`config.mk`:
```
export PLATFORM = sky130hd
export DESIGN_NAME = entropy_source_arbiter
export DESIGN_NICKNAME = d
export VERILOG_FILES = /design/src/rtl/trng_pkg.sv /design/src/rtl/rr_picker.sv /design/src/rtl/entropy_source_arbiter.sv
export SDC_FILE = /design/constraint.sdc
export NUM_CORES = 1
export LEC_CHECK = 0
export CAP_MARGIN = 5
export CORE_MARGIN = 5
export CORE_UTILIZATION = 51
export DETAILED_ROUTE_END_ITERATION = 12
export HOLD_SLACK_MARGIN = 0.1
export PLACE_DENSITY = 0.81
export REMOVE_ABC_BUFFERS = 1
export SYNTH_ARGS = -nofsm -noshare
export SYNTH_HDL_FRONTEND = slang
export SYNTH_SLANG_ARGS = --single-unit
```
`constraint.sdc`:
```
create_clock -name clk -period 3.5 [get_ports clk]
set_input_delay 1.05 -clock clk [delete_from_list [all_inputs] [get_ports clk]]
set_output_delay 1.05 -clock clk [all_outputs]
set_load 0.005 [all_outputs]
```
`src/rtl/trng_pkg.sv`:
```
// Shared types and constants for the trng entropy arbitration blocks.
package trng_pkg;

  typedef enum logic [1:0] {
    IDLE    = 2'd0,
    ACK     = 2'd1,
    DELIVER = 2'd2
  } state_t;

  localparam int unsigned DEFAULT_NUM_SOURCES = 4;
  localparam int unsigned DEFAULT_DATA_WIDTH  = 32;

  // Source id width; never narrower than one bit.
  function automatic int unsigned src_id_width(input int unsigned n);
    return (n <= 2) ? 1 : $clog2(n);
  endfunction

endpackage

```
`src/rtl/rr_picker.sv`:
```
// Combinational round-robin picker: first set request bit at or after rr_ptr, with wrap.
module rr_picker
  import trng_pkg::*;
#(
  parameter int unsigned NUM_SOURCES = DEFAULT_NUM_SOURCES,
  parameter int unsigned SRC_W       = src_id_width(NUM_SOURCES)
) (
  input  logic [NUM_SOURCES-1:0] req,
  input  logic [SRC_W-1:0]       rr_ptr,
  output logic [SRC_W-1:0]       grant,
  output logic                   grant_valid
);

  logic [SRC_W-1:0] idx;

  always_comb begin
    grant       = '0;
    grant_valid = 1'b0;
    idx         = '0;
    for (int unsigned k = 0; k < NUM_SOURCES; k++) begin
      idx = SRC_W'((32'(rr_ptr) + k) % NUM_SOURCES);
      if (!grant_valid && req[idx]) begin
        grant       = idx;
        grant_valid = 1'b1;
      end
    end
  end

endmodule

```
`src/rtl/entropy_source_arbiter.sv`:
```
// Round-robin arbiter forwarding one entropy word at a time from NUM_SOURCES providers to one consumer.
module entropy_source_arbiter
  import trng_pkg::*;
#(
  parameter  int unsigned NUM_SOURCES = DEFAULT_NUM_SOURCES,
  parameter  int unsigned DATA_WIDTH  = DEFAULT_DATA_WIDTH,
  localparam int unsigned SRC_W       = src_id_width(NUM_SOURCES)
) (
  input  logic                              clk,
  input  logic                              reset_n,
  input  logic                              enable,
  input  logic [NUM_SOURCES-1:0]            src_enable,
  input  logic [NUM_SOURCES-1:0]            src_syn,
  input  logic [NUM_SOURCES*DATA_WIDTH-1:0] src_data,
  output logic [NUM_SOURCES-1:0]            src_ack,
  output logic                              entropy_syn,
  output logic [DATA_WIDTH-1:0]             entropy_data,
  output logic [SRC_W-1:0]                  entropy_src,
  input  logic                              entropy_ack,
  output logic                              busy,
  input  logic                              clear_stats,
  input  logic [SRC_W-1:0]                  stat_sel,
  output logic [31:0]                       stat_count
);

  localparam int unsigned SEL_SPAN = 2 ** SRC_W;

  state_t state, state_next;
  logic [SRC_W-1:0] rr_ptr;
  logic [SRC_W-1:0] pick;
  logic             pick_valid;
  logic [NUM_SOURCES-1:0] req;
  logic [NUM_SOURCES-1:0][DATA_WIDTH-1:0] src_words;
  logic [NUM_SOURCES-1:0][31:0] count;
  logic [SEL_SPAN-1:0][31:0]    count_view;
  logic deliver_done;

  assign req          = enable ? (src_syn & src_enable) : '0;
  assign src_words    = src_data;
  assign deliver_done = (state == DELIVER) && entropy_ack;

  rr_picker #(
    .NUM_SOURCES (NUM_SOURCES),
    .SRC_W       (SRC_W)
  ) u_picker (
    .req         (req),
    .rr_ptr      (rr_ptr),
    .grant       (pick),
    .grant_valid (pick_valid)
  );

  always_ff @(posedge clk or negedge reset_n) begin
    if (!reset_n) state <= IDLE;
    else          state <= state_next;
  end

  always_comb begin
    state_next = state;
    unique case (state)
      IDLE:    if (pick_valid) state_next = ACK;
      ACK:     state_next = DELIVER;
      DELIVER: if (entropy_ack) state_next = IDLE;
      default: state_next = IDLE;
    endcase
  end

  // entropy_src doubles as the grant register for the ack pulse and counter index.
  always_comb begin
    src_ack = '0;
    if (state == ACK) src_ack[entropy_src] = 1'b1;
    entropy_syn = (state == DELIVER);
    busy        = (state != IDLE);
  end

  always_ff @(posedge clk or negedge reset_n) begin
    if (!reset_n) begin
      rr_ptr       <= '0;
      entropy_data <= '0;
      entropy_src  <= '0;
    end else if (state == IDLE && pick_valid) begin
      entropy_data <= src_words[pick];
      entropy_src  <= pick;
      rr_ptr       <= (pick == SRC_W'(NUM_SOURCES - 1)) ? '0 : pick + 1'b1;
    end
  end

  always_ff @(posedge clk or negedge reset_n) begin
    if (!reset_n) begin
      count <= '0;
    end else if (clear_stats) begin
      count <= '0;
    end else if (deliver_done) begin
      count[entropy_src] <= count[entropy_src] + 32'd1;
    end
  end

  // Pad the counter view to the full select range so out-of-range ids read zero.
  for (genvar i = 0; i < SEL_SPAN; i++) begin : g_view
    if (i < NUM_SOURCES) begin : g_real
      assign count_view[i] = count[i];
    end else begin : g_pad
      assign count_view[i] = '0;
    end
  end

  assign stat_count = count_view[stat_sel];

endmodule
```
### After elaboration in Yosys (flattened, before gate mapping)

Index checks and enable logic that the tools add are counted.

* bits in registers: 166
* output and inout port bits: 72
* logic and storage cells: 75

* $add $sub $neg: 5
* order comparisons: 8
* equality and inequality tests: 5
* multiplexer cells: 35
* bitwise logic cells: 1
* reduce and logical (&&, ||, !) cells: 13

Operator list (number)
* $mux 128: 2
* $bmux 32 s2: 3
* $bwmux 128: 1
* $mux 32: 4
* $demux 32 s2: 1
* $add 32x1->32 const B: 1
* $lt 2x3->1 const B: 7
* $mux 2: 7
* $mux 1: 9
* $bmux 1 s2: 4
* $mux 4: 2
* $logic_and 1x1->1: 6
* $pmux 2 s3: 1
* $add 2x1->2 const B: 2
* $add 2x2->2 const B: 2
* $and 4x4->4: 1
* $eq 2x2->1 const B: 2
* $reduce_bool 2->1: 2
* $logic_not 1->1: 3
* $demux 1 s2: 1
* $eq 2x1->1 const B: 1
* $ge 2x1->1 const B: 1
* $logic_not 2->1: 1
* $ne 2x1->1 const B: 1
* other kinds (2): 2

### Longest topological paths before layout

* depth in word-level cells: 16
* gate-level depth with buffers: 10
* mapped depth without buffers: 7

### Modules after synthesis

A second synthesis with hierarchy kept.

* cell total of the unflattened synthesis: 745
* area, all modules: 9166.3 um^2

By module, submodules not included
* entropy_source_arbiter: instances 1, cells each 730, area an instance 9088.7 um^2, sequential area each 4154.0 um^2
* rr_picker: instances 1, cells each 15, area an instance 77.6 um^2, sequential area each 0.0 um^2

### Least setup slack after synthesis

No wires, ideal clock.

* path kind: input to output
* start: input port stat_sel[0]
* end: output port stat_count[10]
* arrival time: 2.382 ns
* required time: 2.450 ns
* slack: 0.068 ns
* stages on the path: 3
* buffers on the path: 2
* cells stage by stage: clkbuf_1 -> buf_1 -> mux4_2

* word-level cells in the longest chain between the ends: 2

Ends and longest elaborated chain
* start: declaration: RTL line entropy_source_arbiter.sv:22 `input logic [SRC_W-1:0] stat_sel,`
* $bmux 32 s2: RTL line entropy_source_arbiter.sv:106 `assign stat_count = count_view[stat_sel];`
* $mux 32 (implied by the code): RTL line entropy_source_arbiter.sv:106
* end: declaration: RTL line entropy_source_arbiter.sv:23 `output logic [31:0] stat_count`

No other way between the ends. The select of a mux whose other input is x is not followed.

### Worst setup path in the final report

* start: input port stat_sel[0]
* end: output port stat_count[15]

Same word-level chain as after synthesis.

==> summary.md <==
| Metric | Value |
|---|---|
| Nets@finish | `1106` |
| Root Driver | `clkbuf_16` |
| Inst Count DP | `1168` |
| Synthesized area | `9230 sq um` |
| Most common cell in the netlist | `dfrtp_1` |
| Required @ worst endpoint | `2450 ps` |
| TritonRoute pass-1 iters | `5` |
| Register area share after synthesis | `0.450` |
| Max cap viols | `0` |
| Synth async-reset ratio | `1.00` |
| GRT Util Overall | `0.285` |
| Effective utilization at floorplan | `0.516` |
| Kind of critical path | `in -> out` |
| Crit-path cells | `buf_4 > buf_12 > mux4_2 > clkdlybuf4s50_1` |
| Tmin final | `3460 ps` |
| Area grow syn2layout | `34.7%` |
| Yosys top cell area share | `0.450` |
| CP Buf/Inv Count | `3` |
| Crit end category | `output pin` |
| Post-synth top cells | `166 x dfrtp_1, 145 x nand2_1, 90 x o21ai_0, 88 x mux4_2, 44 x o21ai_1` |
| Final WL | `29400 um` |
| Postcts setup bufs | `0` |
| Tightest Pin Transition | `between 600 and 700 ps` |
| Reg area | `4160 sq um` |
| Number of flops mapped to enable cells by yosys | `0` |
| Normalized max-slew margin | `0.592` |
| Type of the most critical hold path | `reg -> reg` |
| Vias in the first global route | `7932` |
| Clk sink count | `166` |
| WL per Instance | `~24 um` |
| # IOs | `215` |
| Final ANT Viol Nets | `0` |
| Design area | `approximately 12000 sq um` |
| CP delay by family, top | `buffers and inverters` |
| Share of layout cells above drive strength 1 | `0.222` |
| DRC Markers | `0` |
| CP Max Fanout | `6` |
| Filler cells | `1309` |
| CTS tree | `built` |
| Slowest CP cell | `mux4_2` |
| Leak pwr | `4.96 nW` |
| Yosys cell types | `55` |
| CP peak stage delay | `510 ps` |
| RSZ-0062 raised after global routing | `no` |
| DP Area | `11700 sq um` |
| Die X | `145 um` |
| Worst hold slack | `approximately 510 ps` |
| Core area | `17900 sq um` |
| Status | `completed` |
| Post-Syn Area per Cell | `about 12 sq um` |
| Largest net degree at the start of global routing | `59` |
| First-pass GRT wire length | `44600 um` |
| Clk slew on worst S/H paths | `60 ps` |
| PortBufs | `214` |
| Fmax | `between 0.2 and 0.3 GHz` |
| Global route overflow | `0` |
| Clock latency on the worst-skew pair | `430 ps` |
| Pwr Density | `478 nW/um^2` |
| Yosys warns | `0` |
| Crit path DAT | `about 2400 ps` |
| GPL Wtd Cong | `0.867` |
| Post-DP HPWL | `approximately 20000 um` |
| Antenna violations before repair | `4` |
| VDD IR-drop max | `0.000361 V` |
| Post-Syn Instances | `748` |
| Std cell rows | `49` |
| Area contributors post-synth | `dfrtp_1 45%, mux4_2 21%, nand2_1 5.9%` |
| Finished Core Util | `0.694` |
| Crit start category | `input port` |
| Hold Fails Final Rpt | `0` |
| Finish-stage setup viols | `0` |
| Setup TNS | `0 ps` |
| Clk buf depth | `2` |
| Via density | `6.19` |
| Die Y-Extent | `145 um` |
| H-tree Lvls | `4` |
| Non-Filler Instances | `1207` |
| Multi-input gate area | `between 4000 and 5000 sq um` |
| Initial drt markers | `553` |
| Final Cycle Share | `0.988` |
| Slew Viols, Final | `0` |
| Worst Clk Skew | `between 9 and 10 ps` |
| Cell taking the most area after synthesis | `dfrtp_1` |
| TritonCTS buffer count | `17` |
| Synth Register Bits | `between 150 and 200` |
| Die Area | `about 21000 sq um` |
| Top FF cell, synth | `dfrtp_1` |
| Via count | `7468` |
==> report_power, final <==
part	total, mW	switching [mW]	internal, mW	leakage (nW)
combinational	1.77	0.705	1.07	2.45
sequential	2.33	0.195	2.14	2.24
clock	1.83	0.762	1.07	0.274
total	5.94	1.66	4.28	4.96
==> layout by cell type (no fill, tap or decap), types with 5 or more instances in the layout <==
cell             instances
o21ai_1                 44
clkbuf_16               19
nand2_1                145
dfrtp_1                165
buf_12                  11
mux2_2                  32
nand4_1                 10
buf_4                   19
mux4_1                   8
xor2_1                  16
o21ai_0                 90
nand4_2                  5
mux4_2                  88
nand3_1                  6
clkdlybuf4s50_1        211
nor2_1                  10
and3_1                   5
clkbuf_8                 5
nor2b_1                  5
and2_1                   6
xnor2_1                  8
==> timing repair <==
action | CTS | global route
endpoints found under the setup margin | 32 | 20
hold buffers | 0 | 0
gates cloned | 1 | 3
resized for setup | 3 | 6
==> stage by stage <==
stage	total power, mW	setup slack, ps
after floorplan	3.10	-369
after global placement	4.08	-112
after detailed placement	4.12	-172
after CTS	5.96	15.5
after global routing	6.20	5.04
final	5.94	43.3
==> tightest hold or removal path, stage by stage, from the launching register on <==
cell     delay, ps
dfrtp_1        360
nand2_1         50
o21ai_1         60
==> logic make-up after synthesis <==
| logic type | count (synthesis) | share of synthesized area |
|---|---|---|
| compound gates | 150 | 0.0845 |
| xor+xnor | 31 | 0.0351 |
| fa+ha+maj | 1 | 0.00136 |
| buf+inv | 57 | 0.0335 |
| flops | 166 | 0.450 |
| mux | 128 | 0.277 |
| simple gates | 215 | 0.119 |
==> worst paths after layout <==
check	from	endpoint	slack, ps	depth (start not counted)
setup / recovery	stat_sel[0]	stat_count[15]	40	4
hold / removal	count[124]	count[124]	510	2
setup reg to reg	entropy_src[0]	count[27]	570	7
hold reg to reg	count[124]	count[124]	510	2
max in group asynchronous	reset_n	count[48]	2220	2
min in group asynchronous	reset_n	count[76]	600	1
==> metal layers <==
metal | track usage | vias to the layer above | routed length [um]
met2 | 0.478 | 457 | 15000
met3 | 0.0992 | 50 | 3370
met1 | 0.347 | 3736 | 10300
li1 | - | 3225 | -
met4 | 0.0893 | 0 | 752
met5 | 0 | - | 0
==> flip-flops by register name (all words and copies together), names as in the netlist <==
name          cells
rr_ptr            2
state             2
entropy_src       2
entropy_data     32
count           128
==> cell type report <==
type	instances	area share
Antenna cell	4	0.000805
Clock buffer	24	0.0404
Clock inverter	7	0.00574
Inverter	5	0.00151
Multi-Input combinational cell	525	0.386
Sequential cell	166	0.334
Tap cell	229	0.0230
Timing Repair Buffer	247	0.208
No activity file was read; power rests on OpenSTA's default activity.
